**config.mk**
```make
export PLATFORM = sky130hd
export DESIGN_NAME = ysyx_22040088_if_id_queue_flat
export DESIGN_NICKNAME = d
export VERILOG_FILES = /design/src/rtl/ysyx_22040088_if_id_queue_pkg.sv /design/src/rtl/ysyx_22040088_if_id_queue_if.sv /design/src/rtl/ysyx_22040088_fifo_mem.sv /design/src/rtl/ysyx_22040088_if_id_queue.sv /design/src/flat_wrapper.sv
export SDC_FILE = /design/constraint.sdc
export NUM_CORES = 1
export LEC_CHECK = 0
export BUFFER_PORTS_ARGS = -buffer_cell sky130_fd_sc_hd__buf_2
export CAP_MARGIN = 40
export CORE_MARGIN = 1
export CORE_UTILIZATION = 47
export CTS_BUF_LIST = sky130_fd_sc_hd__clkbuf_16
export DETAILED_ROUTE_END_ITERATION = 10
export MAX_ROUTING_LAYER = met4
export PLACE_DENSITY_LB_ADDON = 0.05
export SETUP_SLACK_MARGIN = 0.15
export SLEW_MARGIN = 0
export SYNTH_ARGS = -nofsm -noshare
export SYNTH_HDL_FRONTEND = slang
export SYNTH_SLANG_ARGS = --single-unit
```
**constraint.sdc**
```tcl
create_clock -name clk -period 11.28 [get_ports clk]
set_input_delay 1.128 -clock clk [delete_from_list [all_inputs] [get_ports clk]]
set_output_delay 1.128 -clock clk [all_outputs]
set_load 0.05 [all_outputs]
```
**src/rtl/ysyx_22040088_if_id_queue_pkg.sv**
```systemverilog
// Shared IF/ID definitions: datapath widths, reset PC, NOP encoding and the queue entry layout.
package ysyx_22040088_defs;

  localparam int unsigned XLEN = 64;
  localparam int unsigned ILEN = 32;

  localparam logic [XLEN-1:0] RESET_PC = 64'h8000_0000;
  localparam logic [ILEN-1:0] INST_NOP = 32'h0000_0013;

  typedef struct packed {
    logic [XLEN-1:0] pc;
    logic [ILEN-1:0] inst;
    logic            jump;
  } entry_t;

  localparam int unsigned ENTRY_W = $bits(entry_t);

endpackage

```
**src/rtl/ysyx_22040088_if_id_queue_if.sv**
```systemverilog
// Valid/ready instruction channel between fetch, the IF/ID queue and decode.
interface ysyx_22040088_if_id_queue_if;
  import ysyx_22040088_defs::*;

  logic            valid;
  logic            ready;
  logic [XLEN-1:0] pc;
  logic [ILEN-1:0] inst;
  logic            jump;

  modport master (output valid, output pc, output inst, output jump, input ready);
  modport slave  (input valid, input pc, input inst, input jump, output ready);

endinterface

```
**src/rtl/ysyx_22040088_fifo_mem.sv**
```systemverilog
// DEPTH x W register file: one clocked write port, one asynchronous read port.
module ysyx_22040088_fifo_mem
  import ysyx_22040088_defs::*;
#(
  parameter int unsigned DEPTH = 2,
  parameter int unsigned W     = ENTRY_W
) (
  input  logic                     clk,
  input  logic                     we,
  input  logic [$clog2(DEPTH)-1:0] waddr,
  input  logic [W-1:0]             wdata,
  input  logic [$clog2(DEPTH)-1:0] raddr,
  output logic [W-1:0]             rdata
);

  logic [W-1:0] mem [DEPTH];

  // Payload storage needs no reset; the queue gates reads with its occupancy count.
  always_ff @(posedge clk) begin
    if (we) mem[waddr] <= wdata;
  end

  assign rdata = mem[raddr];

endmodule

```
**src/rtl/ysyx_22040088_if_id_queue.sv**
```systemverilog
// IF/ID instruction queue: circular buffer of fetched {pc, inst, jump} entries,
// drained in order by decode, emptied by a branch flush.
module ysyx_22040088_if_id_queue
  import ysyx_22040088_defs::*;
#(
  parameter int unsigned DEPTH = 2
) (
  input  logic                          clk,
  input  logic                          rst,
  input  logic                          flush,
  ysyx_22040088_if_id_queue_if.slave    in_port,
  ysyx_22040088_if_id_queue_if.master   out_port
);

  localparam int unsigned PTR_W = $clog2(DEPTH);
  localparam int unsigned CNT_W = $clog2(DEPTH + 1);

  logic [PTR_W-1:0] rd_ptr;
  logic [PTR_W-1:0] wr_ptr;
  logic [CNT_W-1:0] count;
  logic             full;
  logic             empty;
  logic             enq;
  logic             deq;
  entry_t           wr_entry;
  entry_t           head;

  assign full  = (count == CNT_W'(DEPTH));
  assign empty = (count == '0);
  assign enq   = in_port.valid & ~full & ~flush;
  assign deq   = ~empty & out_port.ready & ~flush;

  // Pointers wrap naturally because DEPTH is a power of two.
  always_ff @(posedge clk or posedge rst) begin
    if (rst) begin
      rd_ptr <= '0;
      wr_ptr <= '0;
      count  <= '0;
    end else if (flush) begin
      rd_ptr <= '0;
      wr_ptr <= '0;
      count  <= '0;
    end else begin
      if (enq) wr_ptr <= wr_ptr + PTR_W'(1);
      if (deq) rd_ptr <= rd_ptr + PTR_W'(1);
      if (enq && !deq)      count <= count + CNT_W'(1);
      else if (!enq && deq) count <= count - CNT_W'(1);
    end
  end

  assign wr_entry = '{pc: in_port.pc, inst: in_port.inst, jump: in_port.jump};

  ysyx_22040088_fifo_mem #(
    .DEPTH (DEPTH),
    .W     (ENTRY_W)
  ) u_mem (
    .clk   (clk),
    .we    (enq),
    .waddr (wr_ptr),
    .wdata (wr_entry),
    .raddr (rd_ptr),
    .rdata (head)
  );

  // Ready and head depend only on registered state, so reset clears them without a clock edge.
  assign in_port.ready  = ~full;
  assign out_port.valid = ~empty;
  assign out_port.pc    = empty ? '0       : head.pc;
  assign out_port.inst  = empty ? INST_NOP : head.inst;
  assign out_port.jump  = empty ? 1'b0     : head.jump;

endmodule

```
**src/flat_wrapper.sv**
```systemverilog
// flat-port wrapper written by rule: the top's interface ports become plain ports
module ysyx_22040088_if_id_queue_flat import ysyx_22040088_defs::*;
#(
  parameter int unsigned DEPTH = 2
)
  (clk, rst, flush, in_port_valid, in_port_pc, in_port_inst, in_port_jump, in_port_ready, out_port_valid, out_port_pc, out_port_inst, out_port_jump, out_port_ready);
  ysyx_22040088_if_id_queue_if in_port_i ();
  ysyx_22040088_if_id_queue_if out_port_i ();
  input  logic clk;
  input  logic rst;
  input  logic flush;
  input wire logic [$bits(in_port_i.valid)-1:0] in_port_valid;
  input wire logic [$bits(in_port_i.pc)-1:0] in_port_pc;
  input wire logic [$bits(in_port_i.inst)-1:0] in_port_inst;
  input wire logic [$bits(in_port_i.jump)-1:0] in_port_jump;
  output wire logic [$bits(in_port_i.ready)-1:0] in_port_ready;
  output wire logic [$bits(out_port_i.valid)-1:0] out_port_valid;
  output wire logic [$bits(out_port_i.pc)-1:0] out_port_pc;
  output wire logic [$bits(out_port_i.inst)-1:0] out_port_inst;
  output wire logic [$bits(out_port_i.jump)-1:0] out_port_jump;
  input wire logic [$bits(out_port_i.ready)-1:0] out_port_ready;
  assign in_port_i.valid = in_port_valid;
  assign in_port_i.pc = in_port_pc;
  assign in_port_i.inst = in_port_inst;
  assign in_port_i.jump = in_port_jump;
  assign in_port_ready = in_port_i.ready;
  assign out_port_valid = out_port_i.valid;
  assign out_port_pc = out_port_i.pc;
  assign out_port_inst = out_port_i.inst;
  assign out_port_jump = out_port_i.jump;
  assign out_port_i.ready = out_port_ready;
  ysyx_22040088_if_id_queue #(.DEPTH(DEPTH)) u_core (.clk(clk), .rst(rst), .flush(flush), .in_port(in_port_i), .out_port(out_port_i));
endmodule
```
# == After elaboration in Yosys (flattened, before gate mapping) ==
# Memories as Yosys holds them, arrays and structs flattened.
# Cells that the tools add are included.
# Widths: inputs -> output; s select.
# totals
regBits,4
ramBits,194
inputBits,102
out_inout_bits,99
wordCells,36
n_memories,1
# classes
addsub,4
n_eq_ne,1
muxes,12
n_bitwise,7
reduce_logical,8
# mem_list
memory,words,word_bits,read_ports,rd_clocked_by_memory_dff,wr,line_no,source
u_core.u_mem.mem,2,97,1,0,1,ysyx_22040088_fifo_mem.sv:16,logic [W-1:0] mem [DEPTH];
# op_table
op,n
$mux 64,1
$mux 32,1
$mux 1,7
$mux 2,3
$and 1x1->1,4
$reduce_bool 2->1,2
$not 1->1,3
$reduce_bool 3->1,1
$add 1x1->1 const B,2
$add 2x1->2 const B,1
$eq 2x2->1 const B,1
$logic_and 1x1->1,2
$logic_not 1->1,2
$logic_not 2->1,1
$sub 2x1->2 const B,1

# == Logic depth before layout (Yosys ltp) ==
# Gate-level depths: netlist of the first run.
# depth
word_depth,9
ltp_mapped,5

# == Modules after synthesis ==
# From an unflattened synthesis of the first run, not the netlist that was laid out.
# unflattened
hier_cells,437
area_unflattened_um2,8086.5
# modules_own_cells
module,instances,cells_each,area_each_um2,seq_area_each_um2
ysyx_22040088_fifo_mem,1,304,7129.3,5825.6
ysyx_22040088_if_id_queue,1,133,957.2,100.1

# == Worst setup path before layout of the first run ==
# Ideal clock, no wire load.
# synth_timing
kind,input -> register
start,input in_port_valid
end,memory u_core.u_mem.mem[1][0] (netlist bit) (enable)
arrival_time_ps,8232
required_ps,10587
path_slack_ps,2355
stages,2
path_buffers,0
path_cell_list,nand2_1 -> nor3b_1
# synth_between
elab_chain_cells,4
# synth_rtl
element,line_no,source
start: declaration,flat_wrapper.sv:12,input wire logic [$bits(in_port_i.valid)-1:0] in_port_valid;
$and 1x1->1 (2 in a row),ysyx_22040088_if_id_queue.sv:30,assign enq = in_port.valid & ~full & ~flush;
$mux 1,ysyx_22040088_fifo_mem.sv:20,if (we) mem[waddr] <= wdata;
$mux 1 (implied by the code),ysyx_22040088_fifo_mem.sv:20,
end: declaration,ysyx_22040088_fifo_mem.sv:16,
# No other way between the ends.

# == Final worst setup path of the first run ==
# layout_timing
start,register u_core.rd_ptr
end,output out_port_pc[50]
# layout_between
elab_chain_cells,2
# layout_rtl
element,line_no,source
start: declaration,ysyx_22040088_if_id_queue.sv:18,logic [PTR_W-1:0] rd_ptr;
start signal: assignment,ysyx_22040088_if_id_queue.sv:45,if (deq) rd_ptr <= rd_ptr + PTR_W'(1);
$mem_v2 2x97,-,
$mux 64,ysyx_22040088_if_id_queue.sv:68,assign out_port.pc = empty ? '0 : head.pc;
end: declaration,flat_wrapper.sv:18,output wire logic [$bits(out_port_i.pc)-1:0] out_port_pc;
# No other way between the ends.

==> results of run 1 <==
worst max-delay path, cell delays in order, from the launching register on:
cell and delay (ns):
dfrtp_4 0.95, buf_4 0.54, buf_12 0.28, mux2i_1 0.10, nor2_1 0.19, buf_2 0.31
state kept, by name, summed over array words and instances, names as in the netlist:
name,flops
u_core.count,2
u_core.wr_ptr,1
u_core.rd_ptr,1
u_core.u_mem.mem,194
kinds of logic (layout without fill, tap and decap cells):
group	Yosys count	in the layout	share of synthesized area
buf+inv	25	243	0.0199
compound gates	8	8	0.00598
simple gates	107	107	0.0566
flops	198	198	0.786
xor+xnor	1	1	0.00116
mux	98	98	0.130
other cells	0	2	0
path summary, 6_finish.rpt:
check / startpoint / endpoint / cells past startpoint
worst max-delay path: u_core.rd_ptr$_DFFE_PP0P_ / out_port_pc[50] / 5
worst min-delay path: rst / u_core.rd_ptr$_DFFE_PP0P_ / 2
worst max register to register: u_core.count[1]$_DFFE_PP0P_ / u_core.u_mem.mem[1][2]$_DFFE_PP_ / 5
worst min register to register: u_core.wr_ptr$_DFFE_PP0P_ / u_core.wr_ptr$_DFFE_PP0P_ / 2
max in group asynchronous: rst / u_core.rd_ptr$_DFFE_PP0P_ / 2
min in group clk: u_core.wr_ptr$_DFFE_PP0P_ / u_core.wr_ptr$_DFFE_PP0P_ / 2
layout by cell type, fill, tap and decap left out, drive strengths merged, types with 2 or more instances in the layout:
cell      n
buf     209
edfxtp  194
mux2i    98
nor2     96
clkbuf   17
clkinv    9
inv       5
a21oi     4
nand2     4
dfrtp     4
diode     2
o21ai     2
bufinv    2
nor3b     2
stage by stage:
stage          power (W)  cell area, um^2  utilization  std cells  setup slack [ns]
5_1_grt          0.00171             9330        0.605        868              7.14
6_report         0.00166             9330        0.605        868              7.33
3_3_place_gp     0.00111             8740        0.566        834              7.61
2_1_floorplan    0.00105             7540            -        437              2.35
4_1_cts          0.00167             9320        0.604        866              7.25
3_5_place_dp     0.00111             8780        0.569        836              7.71
routing by layer:
| metal | track usage | vias to the layer above | part of all wire |
|---|---|---|---|
| li1 | - | 2036 | - |
| met1 | 0.220 | 2044 | 0.44 |
| met2 | 0.286 | 137 | 0.48 |
| met3 | 0.0561 | 16 | 0.070 |
| met4 | 0.0734 | 0 | 0.015 |
| met5 | - | - | 0 |
power by group through the flow:
| stage | sequential [W] | combinational (W) | clock [W] |
|---|---|---|---|
| 6_report | 0.000852 | 0.000241 | 0.000562 |
| 4_1_cts | 0.000853 | 0.000244 | 0.000575 |
| 5_1_grt | 0.000855 | 0.000255 | 0.000599 |
| 2_1_floorplan | 0.000865 | 0.000183 | 0 |
| 3_3_place_gp | 0.000868 | 0.000239 | 0 |
| 3_5_place_dp | 0.000869 | 0.000243 | 0 |
layout make-up:
type,count,area [um^2],share of cell area
flip-flops and latches,198,5930,0.636
diodes,2,5.00,0.000537
repair buffers,209,1090,0.117
clock inverters,13,118,0.0126
well taps,211,264,0.0283
multi-input cells,214,1480,0.158
inverters,4,15.0,0.00161
clock buffers,17,425,0.0456
==> run metrics, run 1 <==
status finished clean; worst min-delay path class in -> async; drt first-iter violations 241; most common cell in the netlist edfxtp_1; Period minus WS final slightly below 4 ns; Post-CTS Setup Bufs 0; arrival time of the worst setup path 2.82 ns; first-pass GRT wire length 21400 um; PortBufs 200; Initial Util 0.489; fin. max-slew vios 0; Antenna Nets Post-Route 0; share of layout cells above drive strength 1 0.369; Logic pwr share 0.145; total CTS buffers 17; Commonest cells post-synth edfxtp_1, mux2i_1, nor2_1; Setup Viol. Count Final 0; post-route setup TNS 0 ns; FF-to-FF setup slack 9.21 ns; H-tree depth 4; Max transition margin 0.435; mean area per synthesized cell 17.2 um^2; synth warn 0; Switching Share 0.261; cell row count between 40 and 50; period utilization 0.350; vias per cell slightly below 5; hold slack ~0.58 ns; initial antenna violation count 2; cells after synthesis 437; die width ~130 um; sequential area share after synthesis 0.786; Die Height 129 um; largest net degree at the start of global routing 57; Area Overhead vs Synth 23.7%; Cell Area, Synth 7540 um^2; total die area 16500 um^2; I/O Pins 201; clock share of power 0.340; dpl hpwl ~9300 um; cell taking the most area after synthesis edfxtp_1; TritonCTS clock tree yes; crit-path max FO 47; leak pwr approximately 3.5 nW; Netlist cell types 23; hold buffer count at CTS 0; VDD IR max 0.000108 V; FFs w/ async S/R, synth 0.0202; Routability Congestion 0.732; Final #Nets 746; Synth top area share 0.773; largest cells by area after synthesis edfxtp_1, mux2i_1, nor2_1, dfrtp_1, buf_2; number of synthesized flops with an enable pin 194; routed via count 4233; Critical Path Start Type register; Flop pwr share 0.515; final wirelength 14300 um; PwrDens 177 nW/um^2; Total GRT Usage 0.182; Reg clk slew, reported paths ~0.060 ns; Max Cap Violations 0; CP Class reg -> out; gr ovfl total 0; vias in the first global route 4171; Worst Max-Slew Pin Slew roughly 0.85 ns; Post-Synthesis Net Count 539; FF+latch count, synth 198; Core ar. 15400 um^2; TritonRoute pass-1 iters 4; post_cts resized 0; Avg WL per Cell 16.5 um; FMAX between 200 and 300 MHz; crit end category output port; number of fill cells roughly 1300; clock sink count 198; CP required 10.15 ns; drt drc 0; clk_skew between 0.008 and 0.009 ns; CTS max path bufs 2; Fin. Hold Viols 0; Clock Latency Late Sink ~0.42 ns; Sw Pwr 0.000432 W; clock root cell clkbuf_16; unrepaired setup endpoints after global routing false; Synth Flop Type edfxtp_1; Int Power 0.00122 W
No activity file was read; power rests on OpenSTA's default activity.
==> inputs of run 2 (changes only) <==
==> constraint.sdc (replaced) <==
create_clock -name clk -period 4 [get_ports clk]
set_input_delay 0.4 -clock clk [delete_from_list [all_inputs] [get_ports clk]]
set_output_delay 0.4 -clock clk [all_outputs]
set_load 0.05 [all_outputs]
==> run metrics, run 2 (synthesis gave the netlist of run 1 again) <==
commonest non-fill, non-tap cell in the layout buf_2; first-pass GRT wire length 21400 um; max reg flops 194; drt drc 0; final wirelength around 14000 um; Total GRT Usage 0.185; die width between 100 and 150 um; TritonRoute pass-1 iters 4; arrival time of the worst setup path 2.21 ns; total CTS buffers 17; Routability Congestion 0.776; H-tree depth 4; post-route setup TNS 0 ns; CP delay by family, top buffers and inverters; vias in the first global route approximately 4200; total die area approximately 17000 um^2; I/O Pins 201; Fin. Hold Viols 0; initial antenna violation count 0; Die Height 129 um; PortBufs 200; Max transition margin 0.437; Worst Max-Slew Pin Slew 0.844 ns; unrepaired setup endpoints after global routing false; Top Registers u_core.u_mem.mem: 194 flops, u_core.count: 2 flops; multi-input logic area between 1000 and 1500 um^2; Avg WL per Cell 16.4 um; worst min-delay path class in -> reg; Worst setup startpoint u_core.rd_ptr$_DFFE_PP0P_; Max stage delay on crit path 0.70 ns; Period minus WS final ~2.6 ns; Antenna Nets Post-Route 0; VDD IR max between 0.0003 and 0.0004 V; period utilization 0.651; CTS max path bufs 2; Setup Viol. Count Final 0; fin. max-slew vios 0; most frequent cells in the layout buf_2, edfxtp_1, mux2i_1; Critical Path Start Type register; Max Cap Violations 0; critical hold path startpoint in_port_pc[61]; post_cts resized 0; Reg clk slew, reported paths about 0.060 ns; FMAX 384 MHz; clk_skew 0.00803 ns; Area Overhead vs Synth 25.0%; share of layout cells above drive strength 1 0.368; crit-path max FO 26; largest net degree at the start of global routing between 60 and 70; crit end category output port; routed via count around 4300; clock sink count 198; clock root cell clkbuf_16; CP bufs+invs 2; Final #Nets 747; leak pwr between 3 and 4 nW; Clock Latency Late Sink between 0.4 and 0.5 ns; Post-DP Area 8780 um^2; Slowest-stage cell, CP dfrtp_4; CP Class reg -> out; gr ovfl total 0; dpl hpwl 9090 um; Initial Util 0.489; total power 0.00487 W; status finished clean; crit path cell chain buf_4, mux2i_1, nor2_1, buf_2; PwrDens 517 nW/um^2; Core ar. approximately 15000 um^2; most flop-heavy register u_core.u_mem.mem; RR Startpoint u_core.count[1]$_DFFE_PP0P_; CP required 3.60 ns; cell row count between 40 and 50; final instance area around 9400 um^2; vias per cell just under 5; number of fill cells ~1300; drt first-iter violations 259; sequential cell area 5930 um^2; final design utilization 0.611; TritonCTS clock tree yes
[run 2: power by group]
| group | internal [W] | switching, W | total [W] |
|---|---|---|---|
| logic | 0.000186 | 0.000503 | 0.000689 |
| registers | 0.00236 | 0.0000308 | 0.00239 |
| clock network | 0.00109 | 0.000691 | 0.00178 |
[run 2: layer usage]
layer | vias to the layer above | global-route usage | share of wire
li1 | 2037 | - | -
met1 | 2078 | 0.204 | 0.41
met2 | 137 | 0.309 | 0.51
met3 | 15 | 0.0561 | 0.071
met4 | 0 | 0.0824 | 0.015
met5 | - | - | 0
[run 2: timing repair]
| action | in CTS | in global routing |
|---|---|---|
| hold endpoints to repair | 4 | 0 |
| hold buffers | 1 | 0 |
| setup buffers | 0 | 0 |
[run 2: metrics by stage]
step | hold slack (ns) | worst slack [ns] | instances
6_report | 0.161 | 1.39 | 870
5_1_grt | 0.133 | 1.25 | 869
4_1_cts | 0.142 | 1.35 | 869
3_5_place_dp | 0.307 | 1.82 | 836
3_3_place_gp | 0.303 | 1.85 | 836
2_1_floorplan | 0.166 | 0.193 | 437
[run 2: worst paths after layout]
check,end,depth (start not counted),slack [ns]
max,out_port_inst[12],4,1.39
max in group asynchronous,u_core.rd_ptr$_DFFE_PP0P_,3,3.38
min,u_core.u_mem.mem[0][94]$_DFFE_PP_,1,0.16
min in group asynchronous,u_core.count[0]$_DFFE_PP0P_,3,0.42
max reg2reg,u_core.u_mem.mem[1][2]$_DFFE_PP_,5,1.94
min reg2reg,u_core.wr_ptr$_DFFE_PP0P_,2,0.63
[run 2: worst reg2reg max path, cell delays in order (launching register included)]
cell,delay [ns]
dfrtp_1,0.46
nor2b_2,0.21
inv_4,0.07
nand2_2,0.09
nor3b_4,0.21
buf_4,0.64
[run 2: final cells by class]
class / count / share of cell area
Clock buffer: 17 / 0.0452
Tap cell: 211 / 0.0280
Inverter: 4 / 0.00186
Antenna cell: 1 / 0.000266
Clock inverter: 15 / 0.0210
Multi-Input combinational cell: 214 / 0.158
Timing Repair Buffer: 210 / 0.116
Sequential cell: 198 / 0.630
==> inputs of run 3 (changes only) <==
==> constraint.sdc (replaced) <==
create_clock -name clk -period 2.21 [get_ports clk]
set_input_delay 0.221 -clock clk [delete_from_list [all_inputs] [get_ports clk]]
set_output_delay 0.221 -clock clk [all_outputs]
set_load 0.05 [all_outputs]
==> run metrics, run 3 (synthesis gave the netlist of run 1 again) <==
clk_skew 0.00596 ns; post-route setup TNS 0 ns; Worst Max-Slew Pin Slew between 0.3 and 0.4 ns; dpl hpwl about 9000 um; crit-path max FO 23; status finished clean; Diodes inserted 0; initial antenna violation count 0; RR Startpoint u_core.count[1]$_DFFE_PP0P_; hold slack 0.0292 ns; gr ovfl total 0; most flop-heavy register u_core.u_mem.mem; fin. max-slew vios 0; total die area 16500 um^2; Die Height approximately 130 um; CP Class reg -> out; I/O Pins 201; Avg WL per Cell 15.3 um; Critical Path Start Type register; TritonCTS clock tree yes; final design utilization 0.677; clock root cell clkbuf_16; final wirelength approximately 15000 um; largest net degree at the start of global routing 54; VDD IR max between 0.0004 and 0.0005 V; Worst setup startpoint u_core.rd_ptr$_DFFE_PP0P_; Antenna Nets Post-Route 0; most frequent cells in the layout buf_2, edfxtp_1, mux2i_1; cell row count 45; FMAX 500 MHz; Max Cap Violations 0; Clock Latency Late Sink about 0.42 ns; die width 129 um; Reg clk slew, reported paths around 0.070 ns; H-tree depth 4; Max transition margin 0.793; critical hold path startpoint in_port_pc[35]; worst min-delay path class in -> reg; Initial Util 0.489; drt drc 0; vias in the first global route 4773; Top Registers u_core.u_mem.mem: 194 flops, u_core.count: 2 flops; Total GRT Usage 0.188; TritonRoute pass-1 iters 4; routed via count 4685; first-pass GRT wire length 22600 um; Max stage delay on crit path between 0.5 and 0.6 ns; commonest non-fill, non-tap cell in the layout buf_2; total CTS buffers 17; share of layout cells above drive strength 1 0.325; Core ar. 15400 um^2; crit path cell chain buf_12, mux2i_1, nor2_1, buf_2; Routability Congestion 0.793; drt first-iter violations around 220; crit end category output port; Area Overhead vs Synth 38.6%; Setup Viol. Count Final 0; leak pwr 3.99 nW; clock sink count 198; CP required 1.99 ns; vias per cell 4.84; Final #Nets ~850; arrival time of the worst setup path roughly 1.8 ns; post_cts resized 0; Fin. Hold Viols 0; Slowest-stage cell, CP dfrtp_4; max reg flops 194; PwrDens 821 nW/um^2; period utilization 0.904; number of fill cells 1139; PortBufs 200; unrepaired setup endpoints after global routing false; Period minus WS final 2.00 ns; CTS max path bufs 2
## run 3: cell types whose count changed in the layout (fill, tap and decap cells not counted), moves of 3 or more
| cell | previous run | this run |
|---|---|---|
| buf_4 | 8 | 3 |
| dlygate4sd3_1 | 1 | 97 |
| inv_6 | 0 | 4 |
| bufinv_16 | 5 | 1 |
| clkinv_1 | 1 | 4 |
| buf_12 | 1 | 10 |
| inv_1 | 8 | 4 |
## run 3: worst paths after layout
kind / slack [ns] / endpoint / depth (start not counted)
worst max-delay path: 0.21 / out_port_inst[8] / 4
worst min-delay path: 0.03 / u_core.u_mem.mem[1][68]$_DFFE_PP_ / 1
worst max register to register: 0.46 / u_core.u_mem.mem[1][4]$_DFFE_PP_ / 5
worst min register to register: 0.64 / u_core.wr_ptr$_DFFE_PP0P_ / 2
max in group asynchronous: 1.78 / u_core.rd_ptr$_DFFE_PP0P_ / 3
min in group asynchronous: 0.25 / u_core.rd_ptr$_DFFE_PP0P_ / 3
## run 3: power by group
part	internal [W]	leakage (nW)	switching (W)
logic	0.000488	1.90	0.000965
registers	0.00428	1.83	0.0000421
clock network	0.00154	0.257	0.00127
total	0.00630	3.99	0.00227
## run 3: per-stage QoR
stage,setup slack (ns),instances,area [um^2],power [W]
after floorplan,-1.49,437,7580,0.00533
after global placement,0.495,837,8900,0.00569
after detailed placement,0.461,837,8900,0.00571
after CTS,0.208,968,10400,0.00864
after global routing,0.157,968,10400,0.00887
final,0.211,968,10400,0.00857
## run 3: final cells by class
| cell class | count | area (um^2) | area share |
|---|---|---|---|
| Tap cell | 211 | 264 | 0.0253 |
| Clock buffer | 17 | 425 | 0.0407 |
| Timing Repair Buffer | 310 | 2190 | 0.210 |
| Clock inverter | 14 | 111 | 0.0107 |
| Inverter | 4 | 20.0 | 0.00192 |
| Multi-Input combinational cell | 214 | 1500 | 0.144 |
| Sequential cell | 198 | 5930 | 0.568 |
## run 3: worst max-delay path: cells and delay by family, from the launching register on
family	cells	cell delay (ns)
flip-flops	1	0.55
AND/OR/NAND/NOR	1	0.16
buffers and inverters	2	0.51
multiplexers	1	0.13
## run 3: what timing repair did
item | 4_1_cts | 5_1_grt
hold buffers | 97 | 0
setup buffers | 3 | 0
endpoints found under the setup margin | 97 | 0
hold endpoints to repair | 196 | 0
## run 3: per-layer routing
layer / vias up / GRT usage / wire, um
met2: 157 / 0.329 / 7620
met1: 2271 / 0.210 / 6190
met4: 0 / 0.0761 / 297
li1: 2233 / - / -
met5: - / - / 0
met3: 24 / 0.0395 / 716
